<file path="src/rtl/clock_enable_scheduler.sv">
// Group-controlled clock-enable scheduler: NCHAN down-counters emit single-cycle tick strobes on clk.
// Optional CLKSCHED_PHASE_EN adds a per-channel square-wave phase output toggled by each raw tick.
module clock_enable_scheduler #(
  parameter int NCHAN = 4,
  parameter int DIVW  = 8
) (
  input  logic                     clk,
  input  logic                     reset,
  input  logic                     start,
  input  logic                     stop,
  input  logic [NCHAN-1:0]         chan_en,
  input  logic                     cfg_valid,
  output logic                     cfg_ready,
  input  logic [$clog2(NCHAN)-1:0] cfg_chan,
  input  logic [DIVW-1:0]          cfg_div,
  output logic                     running,
  output logic [NCHAN-1:0]         tick
`ifdef CLKSCHED_PHASE_EN
  ,
  output logic [NCHAN-1:0]         phase
`endif
);

  // state | meaning
  // IDLE  | counters parked, config writes go straight to div_act
  // ALIGN | counters loaded from div_act, phase cleared
  // RUN   | counters active, config writes staged through div_shd
  typedef enum logic [1:0] {
    IDLE  = 2'd0,
    ALIGN = 2'd1,
    RUN   = 2'd2
  } state_t;

  localparam int CW = $clog2(NCHAN);
  localparam logic [CW:0] NCHAN_W = (CW + 1)'(NCHAN);

  state_t state, state_next;

  logic [NCHAN-1:0] tick_q;
  logic [DIVW-1:0]  div_act [NCHAN];
  logic [DIVW-1:0]  div_shd [NCHAN];
  logic [DIVW-1:0]  cnt     [NCHAN];
  logic             pend;
  logic [CW-1:0]    pend_chan;

  logic in_run;
  logic leave_run;
  logic chan_ok;
  logic cfg_acc;
  logic pend_xfer;

  always_comb begin
    state_next = state;
    case (state)
      IDLE:    if (start) state_next = ALIGN;
      ALIGN:   state_next = stop ? IDLE : RUN;
      RUN:     if (stop) state_next = IDLE;
      default: state_next = IDLE;
    endcase
  end

  always_ff @(posedge clk or posedge reset) begin
    if (reset) begin
      state   <= IDLE;
      running <= 1'b0;
    end else begin
      state   <= state_next;
      running <= (state_next == RUN);
    end
  end

  assign in_run    = (state == RUN);
  assign leave_run = in_run & stop;
  assign chan_ok   = ({1'b0, cfg_chan} < NCHAN_W);
  assign cfg_ready = ~pend;
  assign cfg_acc   = cfg_valid & ~pend & chan_ok;
  // A staged value lands either at its channel's reload or when RUN is abandoned.
  assign pend_xfer = pend & in_run & (stop | (cnt[pend_chan] == '0));

  assign tick = tick_q & chan_en;

  always_ff @(posedge clk or posedge reset) begin
    if (reset) begin
      tick_q    <= '0;
      pend      <= 1'b0;
      pend_chan <= '0;
`ifdef CLKSCHED_PHASE_EN
      phase     <= '0;
`endif
      for (int i = 0; i < NCHAN; i++) begin
        cnt[i]     <= '0;
        div_act[i] <= '0;
        div_shd[i] <= '0;
      end
    end else begin
      for (int i = 0; i < NCHAN; i++) begin
        case (state)
          ALIGN: begin
            cnt[i]    <= div_act[i];
            tick_q[i] <= 1'b0;
`ifdef CLKSCHED_PHASE_EN
            phase[i]  <= 1'b0;
`endif
          end
          RUN: begin
            if (stop) begin
              tick_q[i] <= 1'b0;
            end else if (cnt[i] == '0) begin
              tick_q[i] <= 1'b1;
              cnt[i]    <= (pend && (pend_chan == CW'(i))) ? div_shd[i] : div_act[i];
`ifdef CLKSCHED_PHASE_EN
              phase[i]  <= ~phase[i];
`endif
            end else begin
              tick_q[i] <= 1'b0;
              cnt[i]    <= cnt[i] - DIVW'(1);
            end
          end
          default: tick_q[i] <= 1'b0;
        endcase
      end

      if (pend_xfer) begin
        div_act[pend_chan] <= div_shd[pend_chan];
        pend               <= 1'b0;
      end

      // cfg_acc implies pend is clear, so this never collides with the transfer above.
      if (cfg_acc) begin
        if (!in_run || stop) begin
          div_act[cfg_chan] <= cfg_div;
          div_shd[cfg_chan] <= cfg_div;
        end else begin
          div_shd[cfg_chan] <= cfg_div;
          pend              <= 1'b1;
          pend_chan         <= cfg_chan;
        end
      end
    end
  end

endmodule

</file>
<file path="config.mk">
export PLATFORM = sky130hd
export DESIGN_NAME = clock_enable_scheduler
export DESIGN_NICKNAME = d
export VERILOG_FILES = /design/src/rtl/clock_enable_scheduler.sv
export SDC_FILE = /design/constraint.sdc
export NUM_CORES = 1
export LEC_CHECK = 0
export CORE_ASPECT_RATIO = 1.5
export CORE_MARGIN = 3
export CORE_UTILIZATION = 66
export CTS_CLUSTER_DIAMETER = 60
export DETAILED_ROUTE_END_ITERATION = 8
export GPL_TIMING_DRIVEN = 0
export PLACE_DENSITY = 0.86
export SYNTH_ARGS = -nofsm -noshare
export SYNTH_HDL_FRONTEND = slang
export SYNTH_SLANG_ARGS = --single-unit
</file>
<file path="constraint.sdc">
create_clock -name clk -period 7.96 [get_ports clk]
set_input_delay 1.194 -clock clk [delete_from_list [all_inputs] [get_ports clk]]
set_output_delay 1.194 -clock clk [all_outputs]
set_load 0.05 [all_outputs]
</file>
==> out/results.txt, run 1 <==
post-synthesis net count - 617
P&R area growth vs syn - 11.1%
Top-Level Pins - 25
VDD IR max - 0.000197 V
antenna violations before repair - 0
setup TNS - 0 ns
fin. max-slew vios - 0
# resized after CTS - 0
CTS root buf - clkbuf_16
Critical path origin - chan_en[1]
DRC - 0
final core utilization - 76.6%
EDFF count, synth - 0
Yosys warnings - 0
fin cells - 739
main combinational cell family by area after synthesis - compound AO/OA/AOI/OAI gates
cells after synthesis - 590
Critical Path Stages - 3
drt via density - 7.01
GRT Residual Overflow - 0
die area - 10,500 sq um
CTS tree - yes
synth unique cells - 69
port bufs - 22
largest net degree at the start of global routing - 62
R2R Setup Slk - 5.33 ns
hpwl dp - 11,400 um
Die X - 84.9 um
r2r startpoint - state[0]
Reg area - 2650 sq um
Final Setup Violations - 0
NumNets Final - 651
fillers - 612
Clock Latency Late Sink - 0.35 ns
post-route ant nets - 0
violation count after the first detailed-route iteration - 578
Worst Tran Pin Value - 0.873 ns
drt pass-1 iters - 7
Power Dens Cells - 331 nW/um^2
drt wl/cell - 22.7 um
cell family with most CP delay - buffers and inverters
# rows - 42
FF-to-FF path depth - 5
Post-CTS Setup Inserts - 0
gr usage total - 33.0%
clock transition at the registers of the reported paths - 0.07 ns
CP Max Fanout - 1
most common flop cell mapped by yosys - dfrtp_1
total routed wirelength - 16,700 um
simple-gate share of the synthesized area - 15.2%
placed insts - 723
# Max-Cap Violations - 0
CP max stage cell - clkdlybuf4s50_1
first-pass GRT wire length - 27,500 um
vias - 5,179
H-tree depth - 3
TritonCTS Buffers - 9
Antenna diodes - 0
CP Capture Point - tick[1]
crit share post-route - 48.2%
Post-CTS Hold Fix Bufs - 0
Hold WC Path Type - register to register
mux cell area share after synthesis - 12.8%
Fin. Hold Viols - 0
Clock Sinks - 106
complex-gate fraction of the synthesized area - 22.2%
Power Total - 2.26 mW
Arr. time, crit path - 2.64 ns
Multi-input gate area - 3300 sq um
max incr delay on CP - 0.81 ns
Final Critical Period - 3.84 ns
Mapped Area - 6160 sq um
startpoint types - primary input
result of the run - completed
Crit. End Element - output pin
Area after DPL - 6550 sq um
cell repeated most along the worst path - clkdlybuf4s50_1
Chip Height - 124 um
layout cell share with drive strength beyond 1 - 15.6%
Core Box Area - 8930 sq um
synthesized-area fraction occupied by adder cells - 1.63%
WP buf/inv - 2
flops & latches, synth - 106
post-route cell area - 6840 sq um
CP Class - primary input to output pin
RSZ-0062 raised after global routing - false
Fmax achieved - 261 MHz
xor/xnor share of the synthesized area - 1.71%
cell leakage power - 2.97 nW
critical path, cell by cell - clkdlybuf4s50_1, and2_1, clkdlybuf4s50_1
Worst Skew - 0.0108 ns
vias in the first global route - 5,381
Worst Path Required - 6.77 ns
Avg Inst Size Synth - 10.4 sq um
slew margin rel. - 41.3%
GPL Wtd Cong - 0.901
Seq/Total Area, Yosys - 43.1%
RR Endpoint - cnt[12]
CTS max path bufs - 2
initial core utilization - 68.9%
Async SR Flop Fraction - 100%
## stage by stage
stage               setup slack (ns)  hold slack [ns]
global placement                2.54            0.477
finish                          4.12            0.505
CTS                             4.15            0.506
detailed placement              4.14            0.490
floorplan                       3.98            0.462
global route                    4.14            0.528
## cell usage in the layout, fill, tap and decap left out, types with 3 or more instances in the layout
cell,synthesis,final
a211oi_1,13,13
a21o_1,16,16
a21oi_1,25,25
a221o_1,16,16
a22o_1,32,32
a31oi_1,16,16
and2_1,7,7
buf_2,9,9
clkbuf_1,16,16
clkbuf_16,0,9
clkdlybuf4s50_1,0,22
clkinv_2,0,3
dfrtp_1,106,106
ha_1,8,8
inv_1,15,14
mux2_2,40,40
mux2i_1,34,34
nand2_1,49,49
nand2b_1,5,5
nand3_1,7,7
nor2_1,36,36
nor2_2,4,4
nor2b_1,10,10
nor3_1,12,12
nor3_2,3,3
nor3b_1,3,3
nor3b_2,3,3
nor4_1,3,3
o211ai_1,10,10
o21ai_0,20,20
o21ai_1,3,3
o22ai_1,6,6
xnor2_1,9,9
xor2_1,3,3
## power by group
group / leakage, nW / switching [mW] / total [mW] / internal (mW)
logic: 1.61 / 0.427 / 0.818 / 0.390
registers: 1.22 / 0.242 / 0.995 / 0.753
clock network: 0.145 / 0.205 / 0.449 / 0.243
total: 2.97 / 0.875 / 2.26 / 1.39
## kinds of logic (layout without fill, tap and decap cells)
family / after synthesis / after routing
AO/OA/AOI/OAI: 182 / 182
AND/OR/NAND/NOR: 162 / 162
flip-flops: 106 / 106
multiplexers: 74 / 74
buffers and inverters: 46 / 85
XOR/XNOR: 12 / 12
adder cells (fa/ha/maj): 8 / 8
## flip-flops by register name, indices dropped and copies added (netlist names), named ones only
| register | count |
|---|---|
| cnt | 32 |
| div_act | 32 |
| div_shd | 32 |
| tick_q | 4 |
| pend_chan | 2 |
| state | 2 |
| running | 1 |
## metal layers
layer	global-route usage [%]	vias to the layer above	routed length (um)
li1	-	2293	-
met1	40.8	2533	6340
met2	53.0	279	8150
met3	5.16	74	1170
met4	21.4	0	1090
met5	0	-	0
## cell type report
type,instances,share of cell area [%]
plain buffers,31,2.21
clock inverters,7,1.02
clock buffers,9,3.29
flip-flops and latches,106,38.8
inverters,15,0.860
repair buffers,23,3.62
multi-input cells,438,48.2
well taps,110,2.01
## how the worst min path moves through the flow
stage                   to  slack, ns  cells after the start   startpoint
3_3_place_gp   div_act[26]       0.48                      1  div_act[26]
4_1_cts        div_act[10]       0.51                      1  div_act[10]
2_1_floorplan  div_act[26]       0.46                      1  div_act[26]
3_5_place_dp   div_act[29]       0.49                      1  div_act[29]
5_1_grt        div_act[26]       0.53                      1  div_act[26]
6_report       div_act[10]       0.51                      1  div_act[10]
## cells in the mapped netlist, types with 12 or more instances
master | number | area [sq um]
dfrtp_1 | 106 | 2650
nand2_1 | 49 | 184
mux2_2 | 40 | 450
nor2_1 | 36 | 135
mux2i_1 | 34 | 340
a22o_1 | 32 | 280
a21oi_1 | 25 | 125
o21ai_0 | 20 | 100
a21o_1 | 16 | 120
a221o_1 | 16 | 160
a31oi_1 | 16 | 100
clkbuf_1 | 16 | 60.1
inv_1 | 15 | 56.3
a211oi_1 | 13 | 97.6
nor3_1 | 12 | 60.1
(Power assumes the default switching activity.)
==> inputs of run 2 (changes only) <==
--- a/config.mk
+++ b/config.mk
@@ -7,11 +7,11 @@
 export LEC_CHECK = 0
 export CORE_ASPECT_RATIO = 1.5
 export CORE_MARGIN = 3
-export CORE_UTILIZATION = 66
+export CORE_UTILIZATION = 61
 export CTS_CLUSTER_DIAMETER = 60
 export DETAILED_ROUTE_END_ITERATION = 8
 export GPL_TIMING_DRIVEN = 0
-export PLACE_DENSITY = 0.86
+export PLACE_DENSITY = 0.8
 export SYNTH_ARGS = -nofsm -noshare
 export SYNTH_HDL_FRONTEND = slang
 export SYNTH_SLANG_ARGS = --single-unit
==> constraint.sdc (replaced) <==
create_clock -name clk -period 3.55 [get_ports clk]
set_input_delay 0.5325 -clock clk [delete_from_list [all_inputs] [get_ports clk]]
set_output_delay 0.5325 -clock clk [all_outputs]
set_load 0.05 [all_outputs]
==> out/results.txt, run 2 (synthesis gave the netlist of run 1 again) <==
port bufs - 22 (unchanged)
Arr. time, crit path - 2.98 ns (+0.34 ns)
Core Box Area - 9740 sq um (+9.1%)
drt pass-1 iters - 5 (-2)
FF-to-FF path depth - 5 (unchanged)
fin cells - 744 (+0.68%)
critical path, cell by cell - clkdlybuf4s50_1, or3b_1, clkbuf_1, and2_1, buf_4, nor2_2, a22o_1, a221o_1
crit share post-route - 75.9%
Worst Tran Pin Value - 0.857 ns (-0.0162 ns)
max incr delay on CP - 0.62 ns (-0.19 ns)
# resized after CTS - 0 (unchanged)
Clock Latency Late Sink - 0.35 ns (about the same)
Final Setup Violations - 0 (unchanged)
hpwl dp - 11,100 um (-2.8%)
vias in the first global route - 4,922 (-8.5%)
clock transition at the registers of the reported paths - 0.07 ns (about the same)
drt wl/cell - 21.2 um (-6.3%)
largest registers - cnt (32), div_act (32), div_shd (32)
Fin Hold WS - 0.507 ns (+0.00128 ns)
GRT Residual Overflow - 0 (unchanged)
Min-Delay Endpoint - div_act[29]
TritonCTS Buffers - 9 (unchanged)
Area after DPL - 6550 sq um (about the same)
CTS max path bufs - 2 (unchanged)
DRC - 0 (unchanged)
initial core utilization - 63.2% (-5.7 points)
Final Critical Period - 2.69 ns
CP Class - primary input to register
die area - 11,400 sq um (+7.7%)
slew margin rel. - 42.4% (+1.1 points)
RSZ-0062 raised after global routing - false
VDD IR max - 0.000383 V (+94%)
H-tree depth - 3 (unchanged)
most frequent cells in the layout - 106 x dfrtp_1, 49 x nand2_1, 40 x mux2_2, 36 x nor2_1, 34 x mux2i_1
result of the run - completed
placed insts - 728 (+0.69%)
startpoint types - primary input
gr usage total - 28.8% (-4.2 points)
Fin. Hold Viols - 0 (unchanged)
antenna violations before repair - 0 (unchanged)
WHS Path Cells - 1 (unchanged)
Chip Height - 129 um (+3.8%)
r2r startpoint - state[0]
Post-CTS Setup Inserts - 0 (unchanged)
P&R area growth vs syn - 11.2%
largest net degree at the start of global routing - 72 (+16%)
Fmax achieved - 371 MHz
CP Max Fanout - 10 (+9)
# rows - 44 (+4.8%)
first-pass GRT wire length - 25,100 um (-8.7%)
Antenna diodes - 0 (unchanged)
CP max stage cell - clkdlybuf4s50_1
# Max-Cap Violations - 0 (unchanged)
CTS tree - yes
violation count after the first detailed-route iteration - 373 (-35%)
Power Dens Cells - 735 nW/um^2 (+120%)
Clock Sinks - 106 (unchanged)
Worst Skew - 0.00893 ns (-0.00191 ns)
RR Endpoint - cnt[27]
Worst Path Required - 3.83 ns (-2.94 ns)
drt via density - 6.73 (-4.0%)
hold path startpoint - div_act[29]
setup TNS - 0 ns (unchanged)
vias - 5,004 (-3.4%)
CTS root buf - clkbuf_16
Post-CTS Hold Fix Bufs - 0 (unchanged)
NumNets Final - 651 (unchanged)
Die X - 88.0 um (+3.7%)
Crit. End Element - register
Hold WC Path Type - register to register
cell leakage power - 2.97 nW (about the same)
layout cell share with drive strength beyond 1 - 15.3% (-0.32 points)
GPL Wtd Cong - 0.937 (+3.9%)
R2R Setup Slk - 1.00 ns (-4.33 ns)
Power Total - 5.04 mW (+120%)
Top-Level Pins - 25 (unchanged)
post-route cell area - 6850 sq um (+0.13%)
post-route ant nets - 0 (unchanged)
total routed wirelength - 15,800 um (-5.7%)
most common cell after layout, fill and taps aside - dfrtp_1
fin. max-slew vios - 0 (unchanged)
-- run 2: changes by cell type in the layout (fill, tap and decap cells not counted) --
cell / delta
clkbuf_1: +2
clkinv_2: -2
clkbuf_8: +1
clkinv_4: -1
-- run 2: routing by layer --
metal  part of all wire [%]  GRT usage (%)  wire length (um)  vias up
li1                       -              -                 -     2288
met5                      0              0                 0        -
met4                    4.6           14.4               731        0
met3                    4.8           4.39               764       49
met1                     42           37.6              6590     2478
met2                     49           46.3              7700      189
-- run 2: layout make-up --
type | count | area (sq um)
buffer | 31 | 151
clock buffer | 12 | 246
clock inverter | 4 | 51.3
fill | 709 | 2900
inverter | 15 | 58.8
multi-input combinational | 438 | 3300
sequential | 106 | 2650
tap | 115 | 144
timing repair buffer | 23 | 248
-- run 2: critical path: cells and delay by family --
kind,cells,cell delay (ns)
AOI/OAI and AO/OA,2,0.29
buffers and inverters,3,1.09
and+or+nand+nor,3,1.04
-- run 2: worst max-delay path by stage --
stage | start | endpoint | slack (ns)
floorplan | reset | async pin | 0.23
global placement | reset | div_shd[19] | -1.26
detailed placement | stop | div_act[0] | 0.55
CTS | stop | div_act[0] | 0.92
global route | stop | div_act[0] | 0.73
finish | stop | div_act[22] | 0.86
-- run 2: per-stage QoR --
step | setup slack (ns) | utilization (%)
global route | 0.732 | 70.3
finish | 0.855 | 70.3
global placement | -1.26 | 66.9
floorplan | 0.229 | -
CTS | 0.922 | 70.3
detailed placement | 0.549 | 67.2
-- run 2: power by group --
part,internal [mW],leakage [nW],switching (mW)
logic,0.873,1.61,0.931
registers,1.69,1.22,0.526
clock network,0.567,0.143,0.449
